<file path="src/rtl/mig_write_arbiter_if.sv">
// Bundle of every stream signal around the MIG write arbiter.
//   s0_* / s1_* : 128-bit chunk streams from the left (0) and right (1) stackers
//   m_*         : registered beat towards the DDR traffic generator,
//                 carrying data, word address, source id and tlast
//   frame_err   : sticky per-source "offset wrapped without tlast" flags
// Modports:
//   slave  - the arbiter itself (sink of s0/s1, source of m_* and frame_err)
//   master - the surrounding logic (drives s0/s1, sinks m_*)
interface mig_write_arbiter_if #(
  parameter int ADDR_WIDTH = 27
);
  logic                  s0_tvalid;
  logic                  s0_tready;
  logic [127:0]          s0_tdata;
  logic                  s0_tlast;
  logic                  s1_tvalid;
  logic                  s1_tready;
  logic [127:0]          s1_tdata;
  logic                  s1_tlast;
  logic                  m_tvalid;
  logic                  m_tready;
  logic [127:0]          m_tdata;
  logic [ADDR_WIDTH-1:0] m_taddr;
  logic                  m_tid;
  logic                  m_tlast;
  logic [1:0]            frame_err;

  modport slave (
    input  s0_tvalid, s0_tdata, s0_tlast,
    input  s1_tvalid, s1_tdata, s1_tlast,
    input  m_tready,
    output s0_tready, s1_tready,
    output m_tvalid, m_tdata, m_taddr, m_tid, m_tlast,
    output frame_err
  );

  modport master (
    output s0_tvalid, s0_tdata, s0_tlast,
    output s1_tvalid, s1_tdata, s1_tlast,
    output m_tready,
    input  s0_tready, s1_tready,
    input  m_tvalid, m_tdata, m_taddr, m_tid, m_tlast,
    input  frame_err
  );
endinterface

</file>
<file path="src/rtl/mig_write_arbiter.sv">
// Round-robin arbiter sharing the single MIG write-data path between the two
// camera stacker streams. Each grant carries up to BURST_LEN chunks, ends early
// on tlast, or is released after TIMEOUT idle cycles. Every accepted chunk gets
// a frame-buffer word address BASEi + offset_i; offsets persist across grants.
// Ports:
//   clk_in - system clock
//   rst_in - synchronous reset, active high
//   bus    - mig_write_arbiter_if.slave (s0/s1 inputs, m_* output, frame_err)
module mig_write_arbiter #(
  parameter int BURST_LEN   = 16,
  parameter int FRAME_WORDS = 4800,
  parameter int ADDR_WIDTH  = 27,
  parameter int BASE0       = 0,
  parameter int BASE1       = 4800,
  parameter int TIMEOUT     = 64
) (
  input  logic                 clk_in,
  input  logic                 rst_in,
  mig_write_arbiter_if.slave   bus
);

  localparam int OFF_W  = (FRAME_WORDS > 1) ? $clog2(FRAME_WORDS) : 1;
  localparam int BEAT_W = (BURST_LEN > 1) ? $clog2(BURST_LEN) : 1;
  localparam int IDLE_W = (TIMEOUT > 1) ? $clog2(TIMEOUT) : 1;

  localparam logic [OFF_W-1:0]  OFF_MAX  = OFF_W'(FRAME_WORDS - 1);
  localparam logic [BEAT_W-1:0] BEAT_MAX = BEAT_W'(BURST_LEN - 1);
  localparam logic [IDLE_W-1:0] IDLE_MAX = IDLE_W'(TIMEOUT - 1);

  typedef enum logic [1:0] {IDLE, GRANT0, GRANT1} state_t;

  state_t                state, state_nx;
  logic                  last;            // 1 = source 1 held the most recent grant
  logic [BEAT_W-1:0]     beat;
  logic [IDLE_W-1:0]     idle;
  logic [OFF_W-1:0]      off0, off1;
  logic                  m_valid_q;
  logic [127:0]          m_data_q;
  logic [ADDR_WIDTH-1:0] m_addr_q;
  logic                  m_id_q;
  logic                  m_last_q;
  logic [1:0]            err_q;
  logic                  out_free, ready0, ready1, acc0, acc1;

  always_comb begin
    out_free = !m_valid_q || bus.m_tready;
    ready0   = (state == GRANT0) && out_free;
    ready1   = (state == GRANT1) && out_free;
    acc0     = ready0 && bus.s0_tvalid;
    acc1     = ready1 && bus.s1_tvalid;
    state_nx = state;
    case (state)
      IDLE: begin
        if (bus.s0_tvalid && bus.s1_tvalid) state_nx = last ? GRANT0 : GRANT1;
        else if (bus.s0_tvalid)             state_nx = GRANT0;
        else if (bus.s1_tvalid)             state_nx = GRANT1;
      end
      GRANT0: begin
        if (acc0) begin
          if (beat == BEAT_MAX || bus.s0_tlast) state_nx = IDLE;
        end else if (!bus.s0_tvalid && idle == IDLE_MAX) begin
          state_nx = IDLE;
        end
      end
      GRANT1: begin
        if (acc1) begin
          if (beat == BEAT_MAX || bus.s1_tlast) state_nx = IDLE;
        end else if (!bus.s1_tvalid && idle == IDLE_MAX) begin
          state_nx = IDLE;
        end
      end
      default: state_nx = IDLE;
    endcase
  end

  always_ff @(posedge clk_in) begin
    if (rst_in) begin
      state     <= IDLE;
      last      <= 1'b1;
      beat      <= '0;
      idle      <= '0;
      off0      <= '0;
      off1      <= '0;
      m_valid_q <= 1'b0;
      m_data_q  <= '0;
      m_addr_q  <= '0;
      m_id_q    <= 1'b0;
      m_last_q  <= 1'b0;
      err_q     <= '0;
    end else begin
      state <= state_nx;

      // Grant entry resets per-burst counters; blocked-but-valid cycles are not idle.
      if (state == IDLE && state_nx != IDLE) begin
        last <= (state_nx == GRANT1);
        beat <= '0;
        idle <= '0;
      end else if (acc0 || acc1) begin
        beat <= beat + 1'b1;
        idle <= '0;
      end else if ((state == GRANT0 && !bus.s0_tvalid) ||
                   (state == GRANT1 && !bus.s1_tvalid)) begin
        idle <= idle + 1'b1;
      end

      if (acc0) begin
        m_valid_q <= 1'b1;
        m_data_q  <= bus.s0_tdata;
        m_last_q  <= bus.s0_tlast;
        m_id_q    <= 1'b0;
        m_addr_q  <= ADDR_WIDTH'(BASE0) + ADDR_WIDTH'(off0);
      end else if (acc1) begin
        m_valid_q <= 1'b1;
        m_data_q  <= bus.s1_tdata;
        m_last_q  <= bus.s1_tlast;
        m_id_q    <= 1'b1;
        m_addr_q  <= ADDR_WIDTH'(BASE1) + ADDR_WIDTH'(off1);
      end else if (bus.m_tready) begin
        m_valid_q <= 1'b0;
      end

      if (acc0) begin
        if (bus.s0_tlast) off0 <= '0;
        else if (off0 == OFF_MAX) begin
          off0     <= '0;
          err_q[0] <= 1'b1;
        end else off0 <= off0 + 1'b1;
      end

      if (acc1) begin
        if (bus.s1_tlast) off1 <= '0;
        else if (off1 == OFF_MAX) begin
          off1     <= '0;
          err_q[1] <= 1'b1;
        end else off1 <= off1 + 1'b1;
      end
    end
  end

  assign bus.s0_tready = ready0;
  assign bus.s1_tready = ready1;
  assign bus.m_tvalid  = m_valid_q;
  assign bus.m_tdata   = m_data_q;
  assign bus.m_taddr   = m_addr_q;
  assign bus.m_tid     = m_id_q;
  assign bus.m_tlast   = m_last_q;
  assign bus.frame_err = err_q;

endmodule

</file>
<file path="src/flat_wrapper.sv">
// flat-port wrapper written by rule: the top's interface ports become plain ports
module mig_write_arbiter_flat 
#(
  parameter int BURST_LEN   = 16,
  parameter int FRAME_WORDS = 4800,
  parameter int ADDR_WIDTH  = 27,
  parameter int BASE0       = 0,
  parameter int BASE1       = 4800,
  parameter int TIMEOUT     = 64
)
  (clk_in, rst_in, bus_s0_tvalid, bus_s0_tdata, bus_s0_tlast, bus_s1_tvalid, bus_s1_tdata, bus_s1_tlast, bus_m_tready, bus_s0_tready, bus_s1_tready, bus_m_tvalid, bus_m_tdata, bus_m_taddr, bus_m_tid, bus_m_tlast, bus_frame_err);
  mig_write_arbiter_if #(.ADDR_WIDTH(ADDR_WIDTH)) bus_i ();
  input  logic clk_in;
  input  logic rst_in;
  input wire logic [$bits(bus_i.s0_tvalid)-1:0] bus_s0_tvalid;
  input wire logic [$bits(bus_i.s0_tdata)-1:0] bus_s0_tdata;
  input wire logic [$bits(bus_i.s0_tlast)-1:0] bus_s0_tlast;
  input wire logic [$bits(bus_i.s1_tvalid)-1:0] bus_s1_tvalid;
  input wire logic [$bits(bus_i.s1_tdata)-1:0] bus_s1_tdata;
  input wire logic [$bits(bus_i.s1_tlast)-1:0] bus_s1_tlast;
  input wire logic [$bits(bus_i.m_tready)-1:0] bus_m_tready;
  output wire logic [$bits(bus_i.s0_tready)-1:0] bus_s0_tready;
  output wire logic [$bits(bus_i.s1_tready)-1:0] bus_s1_tready;
  output wire logic [$bits(bus_i.m_tvalid)-1:0] bus_m_tvalid;
  output wire logic [$bits(bus_i.m_tdata)-1:0] bus_m_tdata;
  output wire logic [$bits(bus_i.m_taddr)-1:0] bus_m_taddr;
  output wire logic [$bits(bus_i.m_tid)-1:0] bus_m_tid;
  output wire logic [$bits(bus_i.m_tlast)-1:0] bus_m_tlast;
  output wire logic [$bits(bus_i.frame_err)-1:0] bus_frame_err;
  assign bus_i.s0_tvalid = bus_s0_tvalid;
  assign bus_i.s0_tdata = bus_s0_tdata;
  assign bus_i.s0_tlast = bus_s0_tlast;
  assign bus_i.s1_tvalid = bus_s1_tvalid;
  assign bus_i.s1_tdata = bus_s1_tdata;
  assign bus_i.s1_tlast = bus_s1_tlast;
  assign bus_i.m_tready = bus_m_tready;
  assign bus_s0_tready = bus_i.s0_tready;
  assign bus_s1_tready = bus_i.s1_tready;
  assign bus_m_tvalid = bus_i.m_tvalid;
  assign bus_m_tdata = bus_i.m_tdata;
  assign bus_m_taddr = bus_i.m_taddr;
  assign bus_m_tid = bus_i.m_tid;
  assign bus_m_tlast = bus_i.m_tlast;
  assign bus_frame_err = bus_i.frame_err;
  mig_write_arbiter #(.BURST_LEN(BURST_LEN), .FRAME_WORDS(FRAME_WORDS), .ADDR_WIDTH(ADDR_WIDTH), .BASE0(BASE0), .BASE1(BASE1), .TIMEOUT(TIMEOUT)) u_core (.clk_in(clk_in), .rst_in(rst_in), .bus(bus_i));
endmodule
</file>
<file path="config.mk">
export PLATFORM = sky130hd
export DESIGN_NAME = mig_write_arbiter_flat
export DESIGN_NICKNAME = d
export VERILOG_FILES = /design/src/rtl/mig_write_arbiter_if.sv /design/src/rtl/mig_write_arbiter.sv /design/src/flat_wrapper.sv
export SDC_FILE = /design/constraint.sdc
export NUM_CORES = 1
export LEC_CHECK = 0
export ABC_CLOCK_PERIOD_IN_PS = 3170
export BUFFER_PORTS_ARGS = -buffer_cell sky130_fd_sc_hd__buf_2
export CAP_MARGIN = 20
export CORE_AREA = 5 5 162 164
export CTS_BUF_LIST = sky130_fd_sc_hd__clkbuf_4 sky130_fd_sc_hd__clkbuf_8
export DETAILED_ROUTE_END_ITERATION = 8
export DIE_AREA = 0 0 167 169
export PLACE_DENSITY_LB_ADDON = 0.1
export SETUP_SLACK_MARGIN = 0.5
export SLEW_MARGIN = 15
export SYNTH_ARGS = -nofsm -noshare
export SYNTH_HDL_FRONTEND = slang
export SYNTH_SLANG_ARGS = --single-unit
</file>
<file path="constraint.sdc">
create_clock -name clk_in -period 3.17 [get_ports clk_in]
set_input_delay 0 -clock clk_in [delete_from_list [all_inputs] [get_ports clk_in]]
set_output_delay 0 -clock clk_in [all_outputs]
set_load 0.02 [all_outputs]
</file>
# Word-level counts from Yosys, hierarchy flattened
# Index checks and enable logic that the tools add are counted.
# totals
reg_bits,186
elab_cells,79
# op_classes
add_sub_neg,5
eq_ne,7
n_mux,24
n_bitwise,2
n_reduce_logical,27
# op_table
operator,n
128-bit two-way mux,2
13-bit two-way mux,6
"13-bit by 1-bit adder with 13-bit output, second input constant",2
"13-bit equality test, second input constant",2
2-bit two-way mux,10
"13-bit by 13-bit adder with 14-bit output, first input constant",1
1-bit logical AND,10
"6-bit by 1-bit adder with 6-bit output, second input constant",1
"6-bit equality test, second input constant",1
2-bit case mux with 3 select lines,1
3-bit AND reduction,2
1-bit logical OR,5
1-bit two-way mux,5
"4-bit by 1-bit adder with 4-bit output, second input constant",1
"2-bit equality test, second input constant",2
"4-bit equality test, second input constant",1
2-bit nonzero test,2
2-bit OR reduction,2
1-bit zero test,3
3-bit nonzero test,1
3-bit OR reduction,1
"2-bit by 1-bit equality test with 1-bit output, second input constant",1
2-bit zero test,1
1-bit inverter,2

# Longest topological paths before layout
# Gate-level depths: netlist (run 1).
# depth
depth_word,9
ltp_mapped,8

# Worst setup path before layout (run 1)
# No wires, ideal clock.
# synth_path
path_type,flip-flop to flip-flop
start,register u_core.off1[6]
end,register u_core.off1[12]
setup_time_ns,0.074
t_arrival_ns,1.768
required_time_ns,3.096
setup_slack_ns,1.328
path_stages_with_launch,8
n_path_buf,0
path_cell_list,dfxtp_1 inv_1 ha_1 nand2b_1 nor4_1 or3_4 or4_1 a31oi_1
# synth_via
elab_chain_len,3
elab_cells_between_ends,4
classes_between,add/sub (1); eq/ne (1); mux (2)
# synth_lines
element,line,source
from (decl),mig_write_arbiter.sv:36,"logic [OFF_W-1:0] off0, off1;"
from (signal assigned),mig_write_arbiter.sv:135,end else off1 <= off1 + 1'b1;
13-bit by 1-bit adder with 13-bit output or 13-bit equality test (tied branches),"mig_write_arbiter.sv:135, mig_write_arbiter.sv:132",
13-bit two-way mux (*),mig_write_arbiter.sv:132,else if (off1 == OFF_MAX) begin
13-bit two-way mux (*),mig_write_arbiter.sv:131,if (bus.s1_tlast) off1 <= '0;
# Mark *: on every way between the ends. The rest lies on a longest branch, timed or not.
# A chain may end at the register's enable or synchronous reset.

# Worst setup path after layout (run 1)
# layout_path
start,register u_core.state[0]
end,"register u_core.m_data_q[108], in the netlist u_core.bus.m_tdata[108]"
# layout_via
elab_chain_len,4
elab_cells_between_ends,8
classes_between,eq/ne (2); mux (1); reduce/logical (5)
# layout_lines
element,line,source
from (decl),mig_write_arbiter.sv:32,"state_t state, state_nx;"
from (signal assigned),mig_write_arbiter.sv:91,state <= state_nx;
2-bit by 1-bit equality test with 1-bit output or 2-bit equality test (tied branches),"mig_write_arbiter.sv:47, mig_write_arbiter.sv:48",
1-bit logical AND (on tied branches),"mig_write_arbiter.sv:47, mig_write_arbiter.sv:48",
1-bit logical AND (on tied branches),"mig_write_arbiter.sv:49, mig_write_arbiter.sv:50",
128-bit two-way mux or 2-bit nonzero test (tied branches),--,
to (signal assigned),mig_write_arbiter.sv:108,m_data_q <= bus.s0_tdata;
to (signal assigned),mig_write_arbiter.sv:114,m_data_q <= bus.s1_tdata;
to (decl),mig_write_arbiter.sv:38,logic [127:0] m_data_q;
# Several ways; a longest one is shown, not always the timed one.

==> metrics.csv, run 1 <==
metric;value;unit
outcome;complete, no violations;
setup_violations;0;
coreArea;24750;sq um
firstDrtPassIters;5;
cts_setup_buffers;0;
place_congestion;0.8150;
switchingPower;1.650;mW
async_flop_share;0;%
rsz0062_at_grt;false;
fillers;2350;
cts_tree;yes;
cts_sinks;186;
cts_root_buf;clkbuf_8;
worst_pin_slew;0.7708;ns
synth_top_family_by_area;compound AO/OA/AOI/OAI gates;
num_rows;58;
yosys.area_share.simple;21.12;%
startpoint_type;register;
swShare;30.68;%
post-route-drc-count;0;
cts_hold_buf;265;
post_cts_resized;0;
comb_power_share;23.9;%
first_iter_violations;543;
synthMuxAreaShare;0.2502;%
met2_usage;37.76;%
finClkSkew;0.02341;ns
ctsHtreeMaxLevel;4;
leakage;5.615;nW
min_period;2.493;ns
slew-limit-headroom;48.33;%
clk_path_buf_depth;2;
post-place-ws;0.9284;ns
timing.final.max_slew_violations;0;
grt_pass1_vias;9510;
io_buffers;411;
yosysWarnings;0;
synthCells;995;
fp.dieH;169;microns
clkLatencyLatePin;0.48;ns
antenna_found_initial;2;
required;3.58;ns
hp-class;input pin to register;
synthAdderAreaFrac;1.094;%
power_density;404.9;nW/um^2
vias_per_cell;4.914;
grt_overflow;0;
mostFrequentLayoutCells;buf_2 (410), dlygate4sd3_1 (265), nand2_1 (221);
p_int;3.729;mW
pin_count;425;
ys_seq_area_share;46.53;%
r2r.worst_path.cells;6;
path_max_fanout;64;
final_net_count;1887;
multiInputGateArea;3925;sq um
area_delta_synth_final;66.01;%
seq_area;3724;sq um
grt_max_degree;143;
synth-compound-area-share;24.09;%
die_w;167;microns
grt_use_total;21.15;%
synth_area;8003;sq um
fin_area;13290;sq um
power_frac_clock;28.7;%
wl_per_cell;16.07;microns
fin_crit_sh;78.65;%
layout_commonest_cell;buf_2;
fmax;0.4011;GHz
tns;0;ns
cts.clk_slew.worst_paths;0.11;ns
cts_made_buffers;17;
crit_path_start;u_core.state[0]$_SDFF_PP0_;
start_util;32.34;%
grt_busiest_layer;met2;
p_seq_share;47.4;%
drive_above_1_share;28.32;%
dp_hpwl;20200;microns
ant_nets;0;
final-hold-violation-count;0;
hold_start;bus_s0_tdata[121];
synth-edff-count;0;
placed_area;10270;sq um
synth.distinct_cells;50;
gr-usage-met1;24.72;%
ys.flop_type;dfxtp_1;
hold_path_depth;4;
vias;9631;
synth_xor_area_share;1.423;%
die_area;28220;sq um
routed_wl;31490;microns
end_kind;register;
reg2reg_from;u_core.state[0]$_SDFF_PP0_;
irDropWorstVdd;191.8;uV
grt_use_met3;5.698;%
syn_avg_cell_area;8.043;sq um
layout_setup_ws;0.6767;ns
ys_ff_latch;186;
crit_type;register to register;
grt_pass1_wl;49470;microns
max_cap_violations;0;
cp.arrival;2.90;ns
[critical path, cell delays in order (launching register included)]
cell and delay, ns:
dfxtp_1 0.42, nand3b_1 0.19, nand2b_2 0.17, buf_4 0.59, nand2_1 0.14, a311oi_1 0.29
dlygate4sd3_1 0.59
[final timing paths]
path,to,slack (ns)
max,u_core.bus.m_tdata[108]$_SDFFE_PP0P_,0.68
max reg2reg,u_core.bus.m_tdata[108]$_SDFFE_PP0P_,0.68
min reg2reg,u_core.bus.m_tdata[67]$_SDFFE_PP0P_,0.45
min,u_core.bus.m_tdata[121]$_SDFFE_PP0P_,0.34
[synth_stat cells (all sizes together), types with 9 or more instances]
| library cell | count | area share, % |
|---|---|---|
| a31oi | 12 | 0.94 |
| nand3 | 19 | 1.2 |
| a311oi | 61 | 6.7 |
| nor2 | 104 | 4.9 |
| o21ai | 22 | 1.4 |
| dfxtp | 186 | 47 |
| nor4 | 9 | 0.78 |
| clkbuf | 62 | 2.9 |
| a21oi | 93 | 5.8 |
| buf | 33 | 2.3 |
| xor2 | 10 | 1.1 |
| nand2 | 221 | 10 |
| a22oi | 77 | 7.2 |
[per-layer routing]
metal  wire length [microns]  up-vias  share of wire, %
met4                     570        0               1.8
met3                    2491       40               7.9
met5                       0        -                 0
met2                   15690      373                50
li1                        -     4754                 -
met1                   12740     4464                40
[power by group through the flow]
stage               combinational [mW]  clock, mW  sequential (mW)
floorplan                        0.386          0             2.77
global placement                 0.967          0             2.60
detailed placement               0.972          0             2.60
CTS                               1.28       1.60             2.55
global route                      1.39       1.69             2.57
finish                            1.28       1.54             2.55
[layout make-up]
cell class	instances	area share (%)
Tap cell	330	3.108
Inverter	6	0.1695
Clock inverter	12	0.8853
Multi-Input combinational cell	720	29.54
Antenna cell	2	0.03767
Clock buffer	18	1.818
Sequential cell	186	28.03
Timing Repair Buffer	686	36.41
[stage by stage]
stage | power, mW | hold slack (ns) | std cells | util (%)
2_1_floorplan | 3.154 | 0.1590 | 1007 | -
3_3_place_gp | 3.569 | 0.2653 | 1663 | 41.48
3_5_place_dp | 3.573 | 0.2736 | 1663 | 41.50
4_1_cts | 5.432 | 0.3112 | 1958 | 53.67
5_1_grt | 5.652 | 0.3202 | 1960 | 53.69
6_report | 5.379 | 0.3395 | 1960 | 53.69
[flip-flops by register name, summed over array words and instances, names as in the netlist]
name / flops
u_core.idle: 6
u_core.bus.frame_err: 2
u_core.bus.m_tdata: 128
u_core.last: 1
u_core.off1: 13
u_core.bus.m_taddr: 14
u_core.beat: 4
u_core.bus.m_tvalid: 1
u_core.state: 2
u_core.bus.m_tlast: 1
u_core.off0: 13
u_core.bus.m_tid: 1
[kinds of logic after synthesis]
| group | count (synthesis) |
|---|---|
| AO/OA/AOI/OAI | 285 |
| XOR/XNOR | 13 |
| adder cells (fa/ha/maj) | 7 |
| buffers and inverters | 101 |
| flip-flops | 186 |
| multiplexers | 2 |
| other | 1 |
| AND/OR/NAND/NOR | 400 |
Power figures use the tool's default switching activity.
==> inputs of run 2 (changes only) <==
- ABC_CLOCK_PERIOD_IN_PS: 3170 -> 2610
- clock period: 3.17 -> 2.61 ns (I/O delays scaled with it)
==> run 2 against run 1 <==
  * Setup slack lost 0.053 ns
  * Critical path type unchanged
  * Critical endpoint is now u_core.off0[11]$_SDFFE_PP0N_
  * Flip-flop and latch count unchanged
  * Highest routed layer unchanged
  * Largest power group unchanged
  * Critical path depth unchanged
  * Power increased by 23%
==> metrics.csv, run 2 (synthesis gave the netlist of run 1 again) <==
metric;value;unit;change
outcome;complete, no violations;;
multiInputGateArea;3948;sq um;+0.57%
required;3.01;ns;-0.57 ns
final_net_count;1891;;+0.21%
setup_violations;0;;unchanged
fmax;0.5035;GHz;+26%
dp_hpwl;20470;microns;+1.3%
fin_crit_sh;76.09;%;-2.6 points
slew-limit-headroom;45.27;%;-3.1 points
grt_max_degree;143;;unchanged
swShare;31.05;%;+0.36 points
min_period;1.986;ns;-0.5073 ns
final-hold-violation-count;0;;unchanged
routed_wl;32500;microns;+3.2%
slowest_stage;or4_1;;
irDropWorstVdd;247.3;uV;+29%
firstDrtPassIters;6;;+1
fillers;2267;;-3.5%
wl_per_cell;16.55;microns;+3.0%
place_congestion;0.8361;;+2.6%
num_rows;58;;unchanged
cts_sinks;186;;unchanged
grt_overflow;0;;unchanged
dp.cells;1667;;+0.24%
grt_pass1_vias;9649;;+1.5%
worst_pin_slew;0.8209;ns;+0.05012 ns
seq_area;3727;sq um;+0.10%
fp.dieH;169;microns;unchanged
leakage;5.702;nW;+1.6%
switchingPower;2.047;mW;+24%
p_seq_share;47.0;%;-0.4 points
startpoint_type;register;;
slowest_delay;0.54;ns;-0.05 ns
layout_commonest_cell;buf_2;;
r2r_setup_slack;0.62;ns;-0.05 ns
grt_use_total;21.86;%;+0.70 points
final_cells;1964;;+0.20%
pin_count;425;;unchanged
io_buffers;411;;unchanged
cts.clk_slew.worst_paths;0.11;ns;about the same
hp-class;input pin to register;;
largest_reg_flops;128;;unchanged
post-route-drc-count;0;;unchanged
die_w;167;microns;unchanged
first_iter_violations;539;;-0.74%
path_max_fanout;7;;-89%
max_cap_violations;0;;unchanged
p_int;4.547;mW;+22%
power_frac_clock;30.0;%;+1.3 points
crit_chain;ha_1 -> nand2_1 -> nor4_4 -> or4_1 -> or3_1 -> o21ai_0;;
coreArea;24750;sq um;unchanged
area_delta_synth_final;67.04;%;
ant_nets;0;;unchanged
vias;9745;;+1.2%
end_kind;register;;
rsz0062_at_grt;true;;
drive_above_1_share;29.01;%;+0.69 points
crit_type;register to register;;
clkLatencyLatePin;0.46;ns;-0.02 ns
timing.final.max_slew_violations;0;;unchanged
cts_root_buf;clkbuf_8;;
finClkSkew;0.008991;ns;-0.01442 ns
total_power;6.593;mW;+23%
die_area;28220;sq um;unchanged
antenna_found_initial;0;;-2
clk_path_buf_depth;2;;unchanged
start_util;32.34;%;unchanged
cts_made_buffers;17;;unchanged
comb_power_share;22.9;%;-1.0 points
vias_per_cell;4.962;;+0.98%
power_density;493.2;nW/um^2;+22%
cts_tree;yes;;
grt_pass1_wl;51050;microns;+3.2%
mostFrequentLayoutCells;buf_2 (410), dlygate4sd3_1 (263), nand2_1 (221);;
antenna_cells;0;;-2
tns;0;ns;unchanged
ctsHtreeMaxLevel;4;;unchanged
cp.arrival;2.38;ns;-0.52 ns
-- run 2: path summary, 6_finish.rpt --
kind / start / endpoint / cells after the start
setup / recovery: u_core.off0[0]$_SDFFE_PP0N_ / u_core.off0[11]$_SDFFE_PP0N_ / 6
hold / removal: bus_s1_tdata[123] / u_core.bus.m_tdata[123]$_SDFFE_PP0P_ / 4
setup reg to reg: u_core.off0[0]$_SDFFE_PP0N_ / u_core.off0[11]$_SDFFE_PP0N_ / 6
hold reg to reg: u_core.bus.m_tdata[53]$_SDFFE_PP0P_ / u_core.bus.m_tdata[53]$_SDFFE_PP0P_ / 2
-- run 2: power by group through the flow --
stage	Sequential (mW)	Clock (mW)	Combinational [mW]
CTS	3.10	2.07	1.50
detailed placement	3.16	0	1.19
global route	3.12	2.17	1.64
floorplan	3.36	0	0.469
global placement	3.16	0	1.18
finish	3.10	1.98	1.51
-- run 2: metrics by stage --
step                utilization (%)  setup slack (ns)  hold slack [ns]  instance area, sq um
floorplan                         -            0.7680           0.1590                  8048
global placement              41.60            0.6268           0.2673                 10290
detailed placement            41.60            0.5974           0.2703                 10290
CTS                           53.83            0.5916           0.2806                 13320
global route                  54.02            0.4461           0.2946                 13370
finish                        54.02            0.6240           0.3234                 13370
-- run 2: layer usage --
metal,up-vias,global-route usage [%],wire length [microns],share of wire (%)
met5,-,0,0,0
met4,0,9.570,1177,3.6
met3,89,6.352,2424,7.5
met2,424,37.25,15590,48
met1,4464,25.63,13300,41
li1,4768,-,-,-
-- run 2: timing repair --
action / CTS / global route
endpoints found under the setup margin: 0 / 28
hold endpoints to repair: 144 / 0
resized for setup: 0 / 8
hold buffers: 263 / 0
buffers inserted: 0 / 2
-- run 2: final cells by class --
type	instances	share of cell area, %
Inverter	6	0.1685
Clock inverter	12	0.9921
Sequential cell	186	27.88
Tap cell	330	3.089
Clock buffer	20	1.966
Timing Repair Buffer	690	36.37
Multi-Input combinational cell	720	29.53
-- run 2: critical path: cells and delay by family, from the launching register on --
| kind | cells | cell delay (ns) |
|---|---|---|
| AO/OA/AOI/OAI | 1 | 0.07 |
| adder cells (fa/ha/maj) | 1 | 0.26 |
| flip-flops | 1 | 0.39 |
| AND/OR/NAND/NOR | 4 | 1.20 |
==> inputs of run 3 (changes only) <==
- ABC_AREA: not set -> 1
- ABC_CLOCK_PERIOD_IN_PS: 2610 -> 1800
- CORE_AREA: 5 5 162 164 -> 5 5 161 163
- DIE_AREA: 0 0 167 169 -> 0 0 166 168
- clock period: 2.61 -> 1.8 ns (I/O delays scaled with it)
==> run 3 against run 2 <==
  * Sequential power is 51% higher
  * Final cell count is 15% higher
  * Worst hold slack worse by 0.28 ns
  * Synthesized cell count is 21% higher
  * First-iteration DRC count is 50% higher
  * Maximum frequency is 27% higher
  * Flip-flop and latch count stayed put
  * Die area is 1.2% lower
  * Clock skew is 0.0061 ns higher
  * Sequential share of layout area is 4.2 points lower
==> metrics.csv, run 3 <==
metric;value;unit;change
vias;11550;;+19%
hold_path_depth;6;;+2
setup_violations;0;;unchanged
hp-class;input pin to register;;
async_flop_share;0;%;unchanged
cp.arrival;1.96;ns;-0.42 ns
dp_hpwl;24780;microns;+21%
mostFrequentLayoutCells;buf_2 (409), nand2_1 (280), dlygate4sd3_1 (261);;
placed_area;10980;sq um;+6.7%
yosysWarnings;0;;unchanged
tns;0;ns;unchanged
cp_num_cells;9;;+3
ys.flop_type;dfxtp_1;;
cts_tree;yes;;
clk_path_buf_depth;2;;unchanged
cts_made_buffers;17;;unchanged
grt_overflow;0;;unchanged
final_net_count;2180;;+15%
fp.dieH;168;microns;-0.59%
crit_path_start;u_core.state[1]$_SDFF_PP0_;;
synth.distinct_cells;35;;-30%
leakage;7.120;nW;+25%
grt_pass1_vias;11510;;+19%
ys_ff_latch;186;;unchanged
die_w;166;microns;-0.60%
coreArea;24180;sq um;-2.3%
rsz0062_at_grt;true;;
io_buffers;411;;unchanged
power_density;701.4;nW/um^2;+42%
firstDrtPassIters;7;;+1
first_iter_violations;811;;+50%
grt_pass1_wl;61590;microns;+21%
synth.most_common_cell;nand2_1;;
drive_above_1_share;37.01;%;+8.0 points
crit_type;register to register;;
final-hold-violation-count;0;;unchanged
num_rows;57;;-1.7%
end_kind;register;;
synth.top_cells.by_count;nand2_1 (300), o21ai_0 (203), dfxtp_1 (186), a21oi_1 (147), o21ai_1 (60);;
finClkSkew;0.01510;ns;+0.006111 ns
outcome;complete, no violations;;
area_delta_synth_final;84.41;%;
synth_top_area_cell;dfxtp_1;;
synth.area.top_cells;dfxtp_1 (43%), nand2_1 (13%), o21ai_0 (12%), a21oi_1 (8.6%), o21ai_1 (3.5%);;
grt_max_degree;75;;-48%
ys_seq_area_share;43.39;%;-3.1 points
crit_chain;inv_2 -> nor2_4 -> nand3_4 -> buf_6 -> nand2_8 -> buf_12 -> clkbuf_16 -> o21ai_0 -> a21oi_1;;
cts.clk_slew.worst_paths;0.10;ns;about the same
pin_count;425;;unchanged
max_cap_violations;0;;unchanged
largest_reg_flops;128;;unchanged
synth-edff-count;0;;unchanged
total_power;11.10;mW;+68%
place_congestion;0.9074;;+8.5%
routed_wl;43330;microns;+33%
path_max_fanout;8;;+1
grt_use_total;27.02;%;+5.2 points
timing.final.max_slew_violations;0;;unchanged
layout_setup_ws;0.2387;ns;-0.3853 ns
irDropWorstVdd;468.5;uV;+89%
slowest_stage;dfxtp_4;;
die_area;27890;sq um;-1.2%
r2r.worst_path.cells;9;;+3
path_delay_family;buffers and inverters;;
startpoint_type;register;;
reg2reg_from;u_core.state[1]$_SDFF_PP0_;;
synth_area;8581;sq um;+7.2%
post-route-drc-count;0;;unchanged
antenna_found_initial;2;;+2
vias_per_cell;5.135;;+3.5%
ant_nets;0;;unchanged
post-place-ws;0.08474;ns;-0.5127 ns
dp.cells;1888;;+13%
min_period;1.561;ns;-0.4247 ns
fin_area;15820;sq um;+18%
cts_root_buf;clkbuf_8;;
start_util;35.49;%;+3.2 points
clkLatencyLatePin;0.47;ns;about the same
crit_buf_inv;4;;+4
wl_per_cell;19.26;microns;+16%
synthCells;1199;;+21%
fin_crit_sh;86.74;%;+11 points
layout_commonest_cell;buf_2;;
hold_start;bus_m_tready;;
syn_avg_cell_area;7.157;sq um;-11%
cts_sinks;186;;unchanged
whs;0.04221;ns;-0.2812 ns
yosysTopAreaCellShare;43.39;%;-3.1 points
fmax;0.6405;GHz;+27%
ctsHtreeMaxLevel;4;;unchanged
required;2.20;ns;-0.81 ns
slowest_delay;0.39;ns;-0.15 ns
final_util;65.45;%;+11 points
final_cells;2250;;+15%
[run 3: worst register-to-register path, delay by kind of cell, from the launching register on]
family / cells / cell delay, ns
buffers and inverters: 4 / 0.50
DFF: 1 / 0.39
and+or+nand+nor: 3 / 0.39
AOI/OAI and AO/OA: 2 / 0.22
[run 3: power breakdown]
| group | leakage, nW | internal, mW | switching, mW | total (mW) |
|---|---|---|---|---|
| Combinational | 5.41 | 1.64 | 1.97 | 3.60 |
| Sequential | 1.52 | 4.47 | 0.202 | 4.67 |
| Clock | 0.186 | 1.13 | 1.70 | 2.82 |
| Total | 7.12 | 7.23 | 3.87 | 11.1 |
[run 3: repair_timing]
action                                 4_1_cts  5_1_grt
setup endpoints to repair                  186      187
resized for setup                          111      204
hold buffers                               261        0
setup buffers                               20       16
gates cloned                                 6       24
pin swaps                                   29       33
endpoints found under the hold margin      157        0
[run 3: worst paths after layout]
check	endpoint	slack, ns
hold / removal	u_core.state[0]$_SDFF_PP0_	0.04
setup reg to reg	u_core.bus.m_tdata[94]$_SDFFE_PP0P_	0.24
setup / recovery	u_core.bus.m_tdata[94]$_SDFFE_PP0P_	0.24
hold reg to reg	u_core.idle[1]$_SDFFE_PP0P_	0.48
[run 3: layout make-up]
class / count / area (sq um)
Antenna cell: 5 / 12.51
Clock buffer: 17 / 234.0
Clock inverter: 13 / 133.9
Fill cell: 1981 / 8353
Inverter: 57 / 256.5
Multi-Input combinational cell: 872 / 4787
Sequential cell: 186 / 3747
Tap cell: 324 / 405.4
Timing Repair Buffer: 776 / 6247
[run 3: kinds of logic (layout without fill, tap and decap cells)]
group	after synthesis	in the layout	share of synthesized area [%]
buf+inv	155	863	9.055
flops	186	186	43.39
other cells	1	18	0.04370
simple gates	412	414	20.17
xor+xnor	8	8	0.8166
fa+ha+maj	7	7	1.021
compound gates	430	430	25.50
[run 3: per-layer routing]
| metal | track usage [%] | vias up | routed length, microns |
|---|---|---|---|
| li1 | - | 5445 | - |
| met1 | 31.75 | 5362 | 16360 |
| met2 | 46.09 | 587 | 21490 |
| met3 | 6.917 | 159 | 3391 |
| met4 | 13.13 | 0 | 2086 |
| met5 | 0 | - | 0 |
